## src/rtl/instruction_rom_responder_pkg.sv

```systemverilog
// Shared definitions for the instruction-fetch responder and its byte packer.
package instruction_rom_responder_pkg;

  localparam int INSTR_WIDTH      = 40;
  localparam int BYTES_PER_INSTR  = 5;
  localparam int BYTE_COUNT_WIDTH = 3;

  localparam logic [INSTR_WIDTH-1:0] FAULT_WORD = '0;

  typedef enum logic [2:0] {
    IDLE,
    ISSUE,
    DRAIN,
    DONE,
    FAULT
  } fetchState_e;

endpackage

```

## src/rtl/instruction_rom_responder_byte_packer.sv

```systemverilog
// Byte-serial assembler: shifts bytes in MSB-first and presents the full word
// combinationally together with the byte currently on dataIn.
module instruction_byte_packer
  import instruction_rom_responder_pkg::*;
(
  input  logic                        clk,
  input  logic                        reset,
  input  logic                        clear,
  input  logic                        shiftEnable,
  input  logic [7:0]                  dataIn,
  output logic [INSTR_WIDTH-1:0]      assembledWord,
  output logic [BYTE_COUNT_WIDTH-1:0] byteCount
);

  // Only the first four bytes need storage; the last byte is taken straight
  // from dataIn in the cycle it arrives, so the word is ready without a bubble.
  logic [INSTR_WIDTH-9:0] heldBytes;

  // Shift register and byte counter (saturates at BYTES_PER_INSTR)
  always_ff @(posedge clk) begin
    if (!reset) begin
      heldBytes <= '0;
      byteCount <= '0;
    end else if (clear) begin
      heldBytes <= '0;
      byteCount <= '0;
    end else if (shiftEnable) begin
      heldBytes <= {heldBytes[INSTR_WIDTH-17:0], dataIn};
      if (byteCount != BYTE_COUNT_WIDTH'(BYTES_PER_INSTR))
        byteCount <= byteCount + 1'b1;
    end
  end

  // Word as it will look once the byte on dataIn is captured
  always_comb begin
    assembledWord = {heldBytes, dataIn};
  end

endmodule

```

## src/rtl/instruction_rom_responder.sv

```systemverilog
// Memory-side responder for the MCU instruction fetch: reads five bytes from a
// byte-wide synchronous program store and returns one 40-bit instruction.
module instruction_rom_responder
  import instruction_rom_responder_pkg::*;
#(
  parameter int ADDR_WIDTH = 16,
  parameter int ROM_WORDS  = 4096,
  parameter int BASE_ADDR  = 0
) (
  input  logic                   clk,
  input  logic                   reset,
  input  logic [31:0]            instructionAddress,
  input  logic                   readInstructionStarting,
  output logic [INSTR_WIDTH-1:0] instructionBuffer,
  output logic                   readInstructionCompleting,
  output logic                   readInstructionComplete,
  output logic                   busy,
  output logic                   outOfRange,
  output logic                   requestDropped,
  output logic [ADDR_WIDTH-1:0]  memAddress,
  output logic                   memReadEnable,
  input  logic [7:0]             memData
);

  if (ADDR_WIDTH < 3 || ADDR_WIDTH > 32) begin : gWidthCheck
    $error("instruction_rom_responder: ADDR_WIDTH must be in 3..32");
  end
  if (longint'(BASE_ADDR) + 5 * longint'(ROM_WORDS) > (longint'(1) << ADDR_WIDTH)) begin : gRangeCheck
    $error("instruction_rom_responder: program store does not fit the address space");
  end

  fetchState_e state, stateNext;

  logic                        accept;
  logic                        indexValid;
  logic [ADDR_WIDTH-1:0]       indexLow;
  logic [ADDR_WIDTH-1:0]       startAddress;
  logic [BYTE_COUNT_WIDTH-1:0] issueCount;
  logic                        readValid;
  logic                        faultFlag;
  logic [INSTR_WIDTH-1:0]      assembledWord;
  logic [BYTE_COUNT_WIDTH-1:0] byteCount;

  // Request decode: range check on the full index, byte address as base + 5*index
  always_comb begin
    accept       = readInstructionStarting && (state == IDLE || state == DONE);
    indexValid   = instructionAddress < 32'(ROM_WORDS);
    indexLow     = instructionAddress[ADDR_WIDTH-1:0];
    startAddress = ADDR_WIDTH'(BASE_ADDR) + (indexLow << 2) + indexLow;
  end

  // State register
  always_ff @(posedge clk) begin
    if (!reset) state <= IDLE;
    else        state <= stateNext;
  end

  // Next-state logic
  always_comb begin
    stateNext = state;
    unique case (state)
      IDLE:    stateNext = IDLE;
      ISSUE:   if (issueCount == BYTE_COUNT_WIDTH'(BYTES_PER_INSTR - 1)) stateNext = DRAIN;
      DRAIN:   stateNext = DONE;
      FAULT:   stateNext = DONE;
      DONE:    stateNext = IDLE;
      default: stateNext = IDLE;
    endcase
    if (accept) stateNext = indexValid ? ISSUE : FAULT;
  end

  // Status strobes decoded from state
  always_comb begin
    busy                      = (state == ISSUE) || (state == DRAIN) || (state == FAULT);
    readInstructionCompleting = (state == DRAIN) &&
                                (byteCount == BYTE_COUNT_WIDTH'(BYTES_PER_INSTR - 1));
    readInstructionComplete   = (state == DONE);
    outOfRange                = (state == DONE) && faultFlag;
  end

  // Address generator, read strobe, capture pipeline and result register
  always_ff @(posedge clk) begin
    if (!reset) begin
      memAddress        <= '0;
      memReadEnable     <= 1'b0;
      issueCount        <= '0;
      readValid         <= 1'b0;
      faultFlag         <= 1'b0;
      requestDropped    <= 1'b0;
      instructionBuffer <= '0;
    end else begin
      requestDropped <= readInstructionStarting && busy;
      readValid      <= memReadEnable;
      if (accept) begin
        faultFlag     <= !indexValid;
        issueCount    <= '0;
        memReadEnable <= indexValid;
        if (indexValid) memAddress <= startAddress;
      end else if (state == ISSUE) begin
        if (issueCount == BYTE_COUNT_WIDTH'(BYTES_PER_INSTR - 1)) begin
          memReadEnable <= 1'b0;
        end else begin
          memAddress <= memAddress + 1'b1;
          issueCount <= issueCount + 1'b1;
        end
      end
      if (state == DRAIN) instructionBuffer <= assembledWord;
      if (state == FAULT) instructionBuffer <= FAULT_WORD;
    end
  end

  instruction_byte_packer uPacker (
    .clk           (clk),
    .reset         (reset),
    .clear         (accept),
    .shiftEnable   (readValid),
    .dataIn        (memData),
    .assembledWord (assembledWord),
    .byteCount     (byteCount)
  );

endmodule

```

## config.mk

```make
export PLATFORM = sky130hd
export DESIGN_NAME = instruction_rom_responder
export DESIGN_NICKNAME = d
export VERILOG_FILES = /design/src/rtl/instruction_rom_responder_pkg.sv /design/src/rtl/instruction_rom_responder_byte_packer.sv /design/src/rtl/instruction_rom_responder.sv
export SDC_FILE = /design/constraint.sdc
export NUM_CORES = 1
export LEC_CHECK = 0
export ABC_AREA = 1
export CORE_AREA = 2 2 123 95
export DETAILED_ROUTE_END_ITERATION = 7
export DIE_AREA = 0 0 125 97
export MAX_ROUTING_LAYER = met4
export PLACE_DENSITY = 0.73
export SLEW_MARGIN = 20
export SYNTH_ARGS = -nofsm -noshare
export SYNTH_HDL_FRONTEND = slang
export SYNTH_SLANG_ARGS = --single-unit
```

## constraint.sdc

```tcl
create_clock -name clk -period 1.4 [get_ports clk]
set_clock_uncertainty 0.05 [all_clocks]
set_input_delay 0.14 -clock clk [delete_from_list [all_inputs] [get_ports clk]]
set_output_delay 0.14 -clock clk [all_outputs]
set_load 0.01 [all_outputs]
```

**Yosys cells after proc, flatten, opt, wreduce, memory -nomap -nowiden**

Index checks and enable logic that the tools add are counted.

- Register bits: 101
- Input port bits: 43
- Output and inout port bits: 62
- Word-level logic and storage cells: 56

- $add $sub $neg: 4
- Magnitude comparators: 1
- Eq/ne operators: 10
- Multiplexer cells: 11
- Bitwise operators: 2
- Reductions and logical operators: 18

Operator list:

| kind | count |
|---|---|
| 16-bit 2-to-1 mux | 4 |
| 32-bit by 13-bit less-than comparator with 1-bit output (second input constant) | 1 |
| 16-bit by 1-bit adder with 16-bit output (second input constant) | 1 |
| 16-bit adder | 1 |
| 3-bit equality test (second input constant) | 3 |
| 3-bit 2-to-1 mux | 3 |
| 3-bit by 1-bit adder with 3-bit output (second input constant) | 2 |
| 3-bit by 2-bit equality test with 1-bit output (second input constant) | 2 |
| 3-bit inequality test (second input constant) | 2 |
| 3-bit case mux with 2 select lines | 1 |
| 2-bit AND reduction | 3 |
| 2-bit OR reduction | 3 |
| 1-bit logical AND | 4 |
| 2-bit nonzero test | 2 |
| 3-bit by 1-bit equality test with 1-bit output (second input constant) | 1 |
| 3-bit logical NOT | 1 |
| 1-bit logical OR | 3 |
| 1-bit 2-to-1 mux | 3 |
| 3-bit AND reduction | 1 |
| 2-bit by 1-bit inequality test with 1-bit output (second input constant) | 1 |
| 2-bit inequality test (second input constant) | 1 |
| 1-bit NOT | 2 |
| 1-bit logical NOT | 1 |

**Depth between registers and ports, before layout**

- Depth after elaboration: 5
- Mapped depth: 12
- Gate-level depth less buffers: 12

**By module**

A second synthesis with hierarchy kept.

- Cell total of the unflattened synthesis: 761
- Area total of the unflattened synthesis: 5,166.2 sq um

Modules (own cells, without submodules):

| module | instances | cells an instance | area each (sq um) | seq. area each (sq um) |
|---|---|---|---|---|
| instruction_rom_responder | 1 | 588 | 3,783.6 | 1,321.3 |
| instruction_byte_packer | 1 | 173 | 1,382.6 | 700.7 |

**Worst setup path before layout**

No wires, ideal clock.

- Path kind: flip-flop to flip-flop
- Start point: reg memAddress[0]
- End point: reg memAddress[14]
- Library setup time: 0.117 ns
- Arrival: 1.375 ns
- Required time: 1.233 ns
- Setup slack: -0.142 ns
- Cell stages (with the launch flop): 11
- Buffers on the path: 0
- Clock period less this slack: 1.542 ns
- Cell sequence: dfxtp_1 > ha_1 > nand2_1 > nor2_2 > nand3_1 > nor2_1 > nand2_1 > nand2_1 > nor2_1 > nor2_1 > a21oi_1

- Word-level cells in the longest chain between the ends: 4

RTL lines:

| element | line | text |
|---|---|---|
| start, declared | instruction_rom_responder.sv:20 | `output logic [ADDR_WIDTH-1:0] memAddress,` |
| start signal, assigned | instruction_rom_responder.sv:98 | `if (indexValid) memAddress <= startAddress;` |
| start signal, assigned | instruction_rom_responder.sv:103 | `memAddress <= memAddress + 1'b1;` |
| 16-bit by 1-bit adder with 16-bit output | instruction_rom_responder.sv:103 |  |
| 16-bit 2-to-1 mux | instruction_rom_responder.sv:100 | `if (issueCount == BYTE_COUNT_WIDTH'(BYTES_PER_INSTR - 1)) begin` |
| 16-bit 2-to-1 mux | instruction_rom_responder.sv:99 | `end else if (state == ISSUE) begin` |
| 16-bit 2-to-1 mux | instruction_rom_responder.sv:94 | `if (accept) begin` |

No other way between the ends. The select of a mux whose other input is x is not followed.
A chain may end at the register's enable or synchronous reset.

**Worst setup path in the final report**

- Start point: reg state[2]
- End point: reg uPacker.byteCount[2]

- Word-level cells in the longest chain between the ends: 4
- Elaborated cells on any way between the ends: 5
- Those cells by class: 1 x eq/ne; 4 x reduce/logical

RTL lines:

| element | line | text |
|---|---|---|
| start, declared | instruction_rom_responder.sv:32 | `fetchState_e state, stateNext;` |
| start signal, assigned | instruction_rom_responder.sv:55 | `else state <= stateNext;` |
| 3-bit by 2-bit equality test with 1-bit output or 3-bit logical NOT (tied branches) | instruction_rom_responder.sv:46 | `accept = readInstructionStarting && (state == IDLE \|\| state == DONE);` |
| 1-bit logical OR * | instruction_rom_responder.sv:46 |  |
| 1-bit logical AND * | instruction_rom_responder.sv:46 |  |
| 2-bit OR reduction (no line) * | -- |  |
| end signal, assigned | instruction_rom_responder_byte_packer.sv:30 | `byteCount <= byteCount + 1'b1;` |
| end, declared | instruction_rom_responder_byte_packer.sv:12 | `output logic [BYTE_COUNT_WIDTH-1:0] byteCount` |

Mark *: on every way between the ends. The rest lies on a longest branch, timed or not.

==> flow_metrics.env <==
export IMPL_routed_wirelength_um=16400
export IMPL_io_pins=105
export IMPL_kind_of_start_point_of_the_critical_path="flip-flop"
export IMPL_synth_seq_cells=101
export IMPL_critical_path_cell_chain="inv_2 > buf_4 > nand2_4 > nor2_4 > buf_6 > buf_12 > inv_8 > nand2_8 > clkbuf_16 > nor3b_2"
export IMPL_ff2ff_setup_slack_ns=-0.19
export IMPL_die_y_um=97
export IMPL_crit_required_ns=1.61
export IMPL_critical_path_max_fanout=8
export IMPL_synth_net_count=786
export IMPL_grt_overflow_total=0
export IMPL_worst_path_max_delay_cell="sky130_fd_sc_hd__dfxtp_4"
export IMPL_final_nets=968
export IMPL_design_die_area_um2=12100
export IMPL_insertedDiodeCount=0
export IMPL_fillerInstances=850
export IMPL_areaGrowthSynthToFinish_pct=58.2
export IMPL_end_kind="flip-flop"
export IMPL_static_leakage_nw=3.45
export IMPL_io_buffers=104
export IMPL_insertion_delay_ns=0.34
export IMPL_grt_max_degree=41
export IMPL_detail_route_vias_per_cell=5.31
export IMPL_cts_tree="done"
export IMPL_core_region_area_um2=10800
export IMPL_layout_drive_gt1_share_pct=26.4
export IMPL_grt_pass1_wl_um=24600
export IMPL_timing_hold_worst_class="in -> reg"
export IMPL_cts_sink_count=101
export IMPL_count_of_cells_along_the_worst_register_to_register_path=10
export IMPL_floorplan_die_width_um=125
export IMPL_regToRegEndpoint="uPacker.byteCount[2]$_SDFFE_PP0P_"
export IMPL_place_hpwl_um=10000
export IMPL_antenna_left=0
export IMPL_placement_rows=33
export IMPL_detailroute_via_count=5574
export IMPL_slowest_delay_ns=0.38
export IMPL_clock_root_buffer="sky130_fd_sc_hd__clkbuf_16"
export IMPL_grt_pass1_vias=5267
export IMPL_dpl_instance_area_um2=6670
export IMPL_worstMarginPinSlew_ns=0.344
export IMPL_synth_enable_flop_cells=0
export IMPL_gr_usage_all_layers_pct=24.9
export IMPL_maxCapViolCount=0
export IMPL_worst_slew_margin_rel_pct=77.1
export IMPL_ys_types=41
export IMPL_finalSetupViolations=61
export IMPL_place_congestion=0.918
export IMPL_fin_tns_setup_ns=-8.10
export IMPL_run_status="finished, violations left"
export IMPL_worst_path_buf_inv=6
export IMPL_final_hold_slack_ns=0.321
export IMPL_cp_endpoint="uPacker.byteCount[2]$_SDFFE_PP0P_"
export IMPL_fin_total_pwr_mw=11.1
export IMPL_syn_instance_count=723
export IMPL_post_route_min_period_ns=1.59
export IMPL_cts_htree_levels=3
export IMPL_synth_yosys_seq_area_share_pct=40.8
export IMPL_powerDensity_nw_per_um2=1420
export IMPL_path_clk_slew_ns=0.08
export IMPL_initialDrtViolationCount=375
export IMPL_final_period_utilization_pct=113
export IMPL_rsz0062_at_grt="true"
export IMPL_crit_arrival_ns=1.80
export IMPL_start_util_pct=45.8
export IMPL_regToRegStartpoint="state[2]$_SDFFE_PN0P_"
export IMPL_cts_root_to_sink_buffers=2
export IMPL_drc=0
export IMPL_crit_start="state[2]$_SDFFE_PN0P_"
export IMPL_total_cts_buffers=9
export IMPL_routed_wire_length_per_instance_um=15.7
export IMPL_ys_dominant_reg_cell="sky130_fd_sc_hd__dfxtp_1"
export IMPL_grt_antenna_before_repair=0
export IMPL_final_max_slew_viol_count=0
export IMPL_cp_num_cells=10
export IMPL_dr_pass1_iters=5
export IMPL_ys_warnings=0
export IMPL_syn_mean_instance_area_um2=6.85
export IMPL_final_hold_violation_count=0
export IMPL_achievable_frequency_mhz=631
export IMPL_violations_in_the_final_reports="negative setup slack"
export IMPL_area_of_all_placed_cells_without_fillers_um2=7830
export IMPL_irDropWorstVdd_mv=1.14
export IMPL_syn_cell_area_um2=4950
export IMPL_synth_async_reset_ratio_pct=0
export IMPL_worst_slack_ns=-0.186
export IMPL_post_cts_hold_buffer_count=0
export IMPL_cp_top_family="buffers and inverters"
export IMPL_critical_path_class="reg -> reg"
export IMPL_dp_worst_setup_slack_ns=-0.632
[worst reg2reg max path, cell delays in order (launching register included)]
cell and delay (ns):
sky130_fd_sc_hd__dfxtp_4 0.38, sky130_fd_sc_hd__inv_2 0.04, sky130_fd_sc_hd__buf_4 0.13, sky130_fd_sc_hd__nand2_4 0.07, sky130_fd_sc_hd__nor2_4 0.05, sky130_fd_sc_hd__buf_6 0.12, sky130_fd_sc_hd__buf_12 0.12, sky130_fd_sc_hd__inv_8 0.09
sky130_fd_sc_hd__nand2_8 0.12, sky130_fd_sc_hd__clkbuf_16 0.19, sky130_fd_sc_hd__nor3b_2 0.16
[final cells by class]
class / count / area (um^2) / area share (%)
multi-input cells: 532 / 3090 / 39.5
flip-flops and latches: 101 / 2050 / 26.1
repair buffers: 201 / 1940 / 24.8
inverters: 59 / 245 / 3.13
clock buffers: 9 / 225 / 2.87
well taps: 140 / 175 / 2.24
clock inverters: 7 / 93.8 / 1.20
repair inverters: 1 / 11.3 / 0.144
[report_power, final]
group	internal (mW)	leakage [nW]	total (mW)	switching (mW)
registers	3.21	0.821	3.50	0.292
logic	2.29	2.47	4.89	2.60
clock network	1.58	0.161	2.71	1.13
[metrics by stage]
step,std cells,util (%)
finish,1050,72.4
global route,1050,72.4
CTS,1040,68.6
detailed placement,1009,61.7
global placement,1009,61.7
floorplan,723,-
[placed cells by master, fill, tap and decap left out, types with 7 or more instances in the layout]
master / n
sky130_fd_sc_hd__nand2_1: 235
sky130_fd_sc_hd__dfxtp_1: 92
sky130_fd_sc_hd__a21oi_1: 73
sky130_fd_sc_hd__buf_4: 72
sky130_fd_sc_hd__dlygate4sd2_1: 63
sky130_fd_sc_hd__inv_1: 51
sky130_fd_sc_hd__nor2_1: 42
sky130_fd_sc_hd__nand3_1: 32
sky130_fd_sc_hd__clkdlybuf4s50_1: 29
sky130_fd_sc_hd__a21oi_2: 24
sky130_fd_sc_hd__buf_6: 15
sky130_fd_sc_hd__o21ai_1: 12
sky130_fd_sc_hd__ha_4: 12
sky130_fd_sc_hd__clkbuf_16: 12
sky130_fd_sc_hd__nor2_2: 11
sky130_fd_sc_hd__nand2_2: 11
sky130_fd_sc_hd__nand3_2: 9
sky130_fd_sc_hd__nor2_4: 7
sky130_fd_sc_hd__ha_1: 7
[Yosys cell counts, types with 2 or more instances]
master / number / area, um^2
sky130_fd_sc_hd__ha_1: 19 / 238
sky130_fd_sc_hd__xor2_1: 3 / 26.3
sky130_fd_sc_hd__nor2_2: 3 / 18.8
sky130_fd_sc_hd__buf_2: 11 / 55.1
sky130_fd_sc_hd__a31oi_1: 2 / 12.5
sky130_fd_sc_hd__o21bai_1: 4 / 30.0
sky130_fd_sc_hd__nand4_1: 4 / 25.0
sky130_fd_sc_hd__nand3_1: 41 / 205
sky130_fd_sc_hd__nor3_1: 5 / 25.0
sky130_fd_sc_hd__nand2_1: 252 / 946
sky130_fd_sc_hd__nor2_1: 56 / 210
sky130_fd_sc_hd__inv_1: 55 / 206
sky130_fd_sc_hd__a21oi_1: 95 / 475
sky130_fd_sc_hd__or2_2: 4 / 25.0
sky130_fd_sc_hd__a21oi_2: 2 / 17.5
sky130_fd_sc_hd__clkbuf_1: 17 / 63.8
sky130_fd_sc_hd__buf_6: 2 / 22.5
sky130_fd_sc_hd__and2_1: 2 / 12.5
sky130_fd_sc_hd__xnor2_1: 2 / 17.5
sky130_fd_sc_hd__dfxtp_1: 101 / 2020
sky130_fd_sc_hd__o21ai_0: 9 / 45.0
sky130_fd_sc_hd__inv_2: 3 / 11.3
sky130_fd_sc_hd__o21ai_1: 13 / 65.1
[kinds of logic after synthesis]
logic type / Yosys count / share of synthesized area [%]
DFF: 101 / 40.8
xor gates and xnor gates: 5 / 0.885
adders and majority gates: 20 / 5.21
buffers and inverters: 90 / 7.48
and+or+nand+nor: 378 / 31.9
AOI/OAI and AO/OA: 129 / 13.7
[sequential cells by signal, indices dropped and copies added (netlist names)]
signal	count
instructionBuffer	40
uPacker.heldBytes	32
memAddress	16
issueCount	3
state	3
uPacker.byteCount	3
faultFlag	1
memReadEnable	1
readValid	1
requestDropped	1
[layer usage]
metal,GRT usage [%],wire (um),vias up
met5,-,0,-
met2,39.7,7670,260
met1,32.8,7050,2588
met3,5.14,1410,37
met4,5.81,306,0
li1,-,-,2689
[worst min-delay path by stage]
stage                                  startpoint                                 end  slack [ns]  cells after the start
6_report                    instructionAddress[0]          memAddress[0]$_SDFFE_PN0P_        0.32                      5
3_3_place_gp    instructionBuffer[9]$_SDFFE_PP0P_   instructionBuffer[9]$_SDFFE_PP0P_        0.40                      2
4_1_cts                     instructionAddress[0]          memAddress[0]$_SDFFE_PN0P_        0.31                      5
5_1_grt                                memData[3]   uPacker.heldBytes[3]$_SDFFE_PP0P_        0.35                      3
3_5_place_dp   instructionBuffer[34]$_SDFFE_PP0P_  instructionBuffer[34]$_SDFFE_PP0P_        0.40                      2
2_1_floorplan             readInstructionStarting           requestDropped$_SDFF_PN0_        0.22                      2
[repair_timing]
action / 4_1_cts / 5_1_grt
gates cloned: 4 / 4
endpoints found under the setup margin: 152 / 107
resized for setup: 167 / 72
setup buffers: 11 / 6
pin swaps: 19 / 16
No activity file was read; power rests on OpenSTA's default activity.
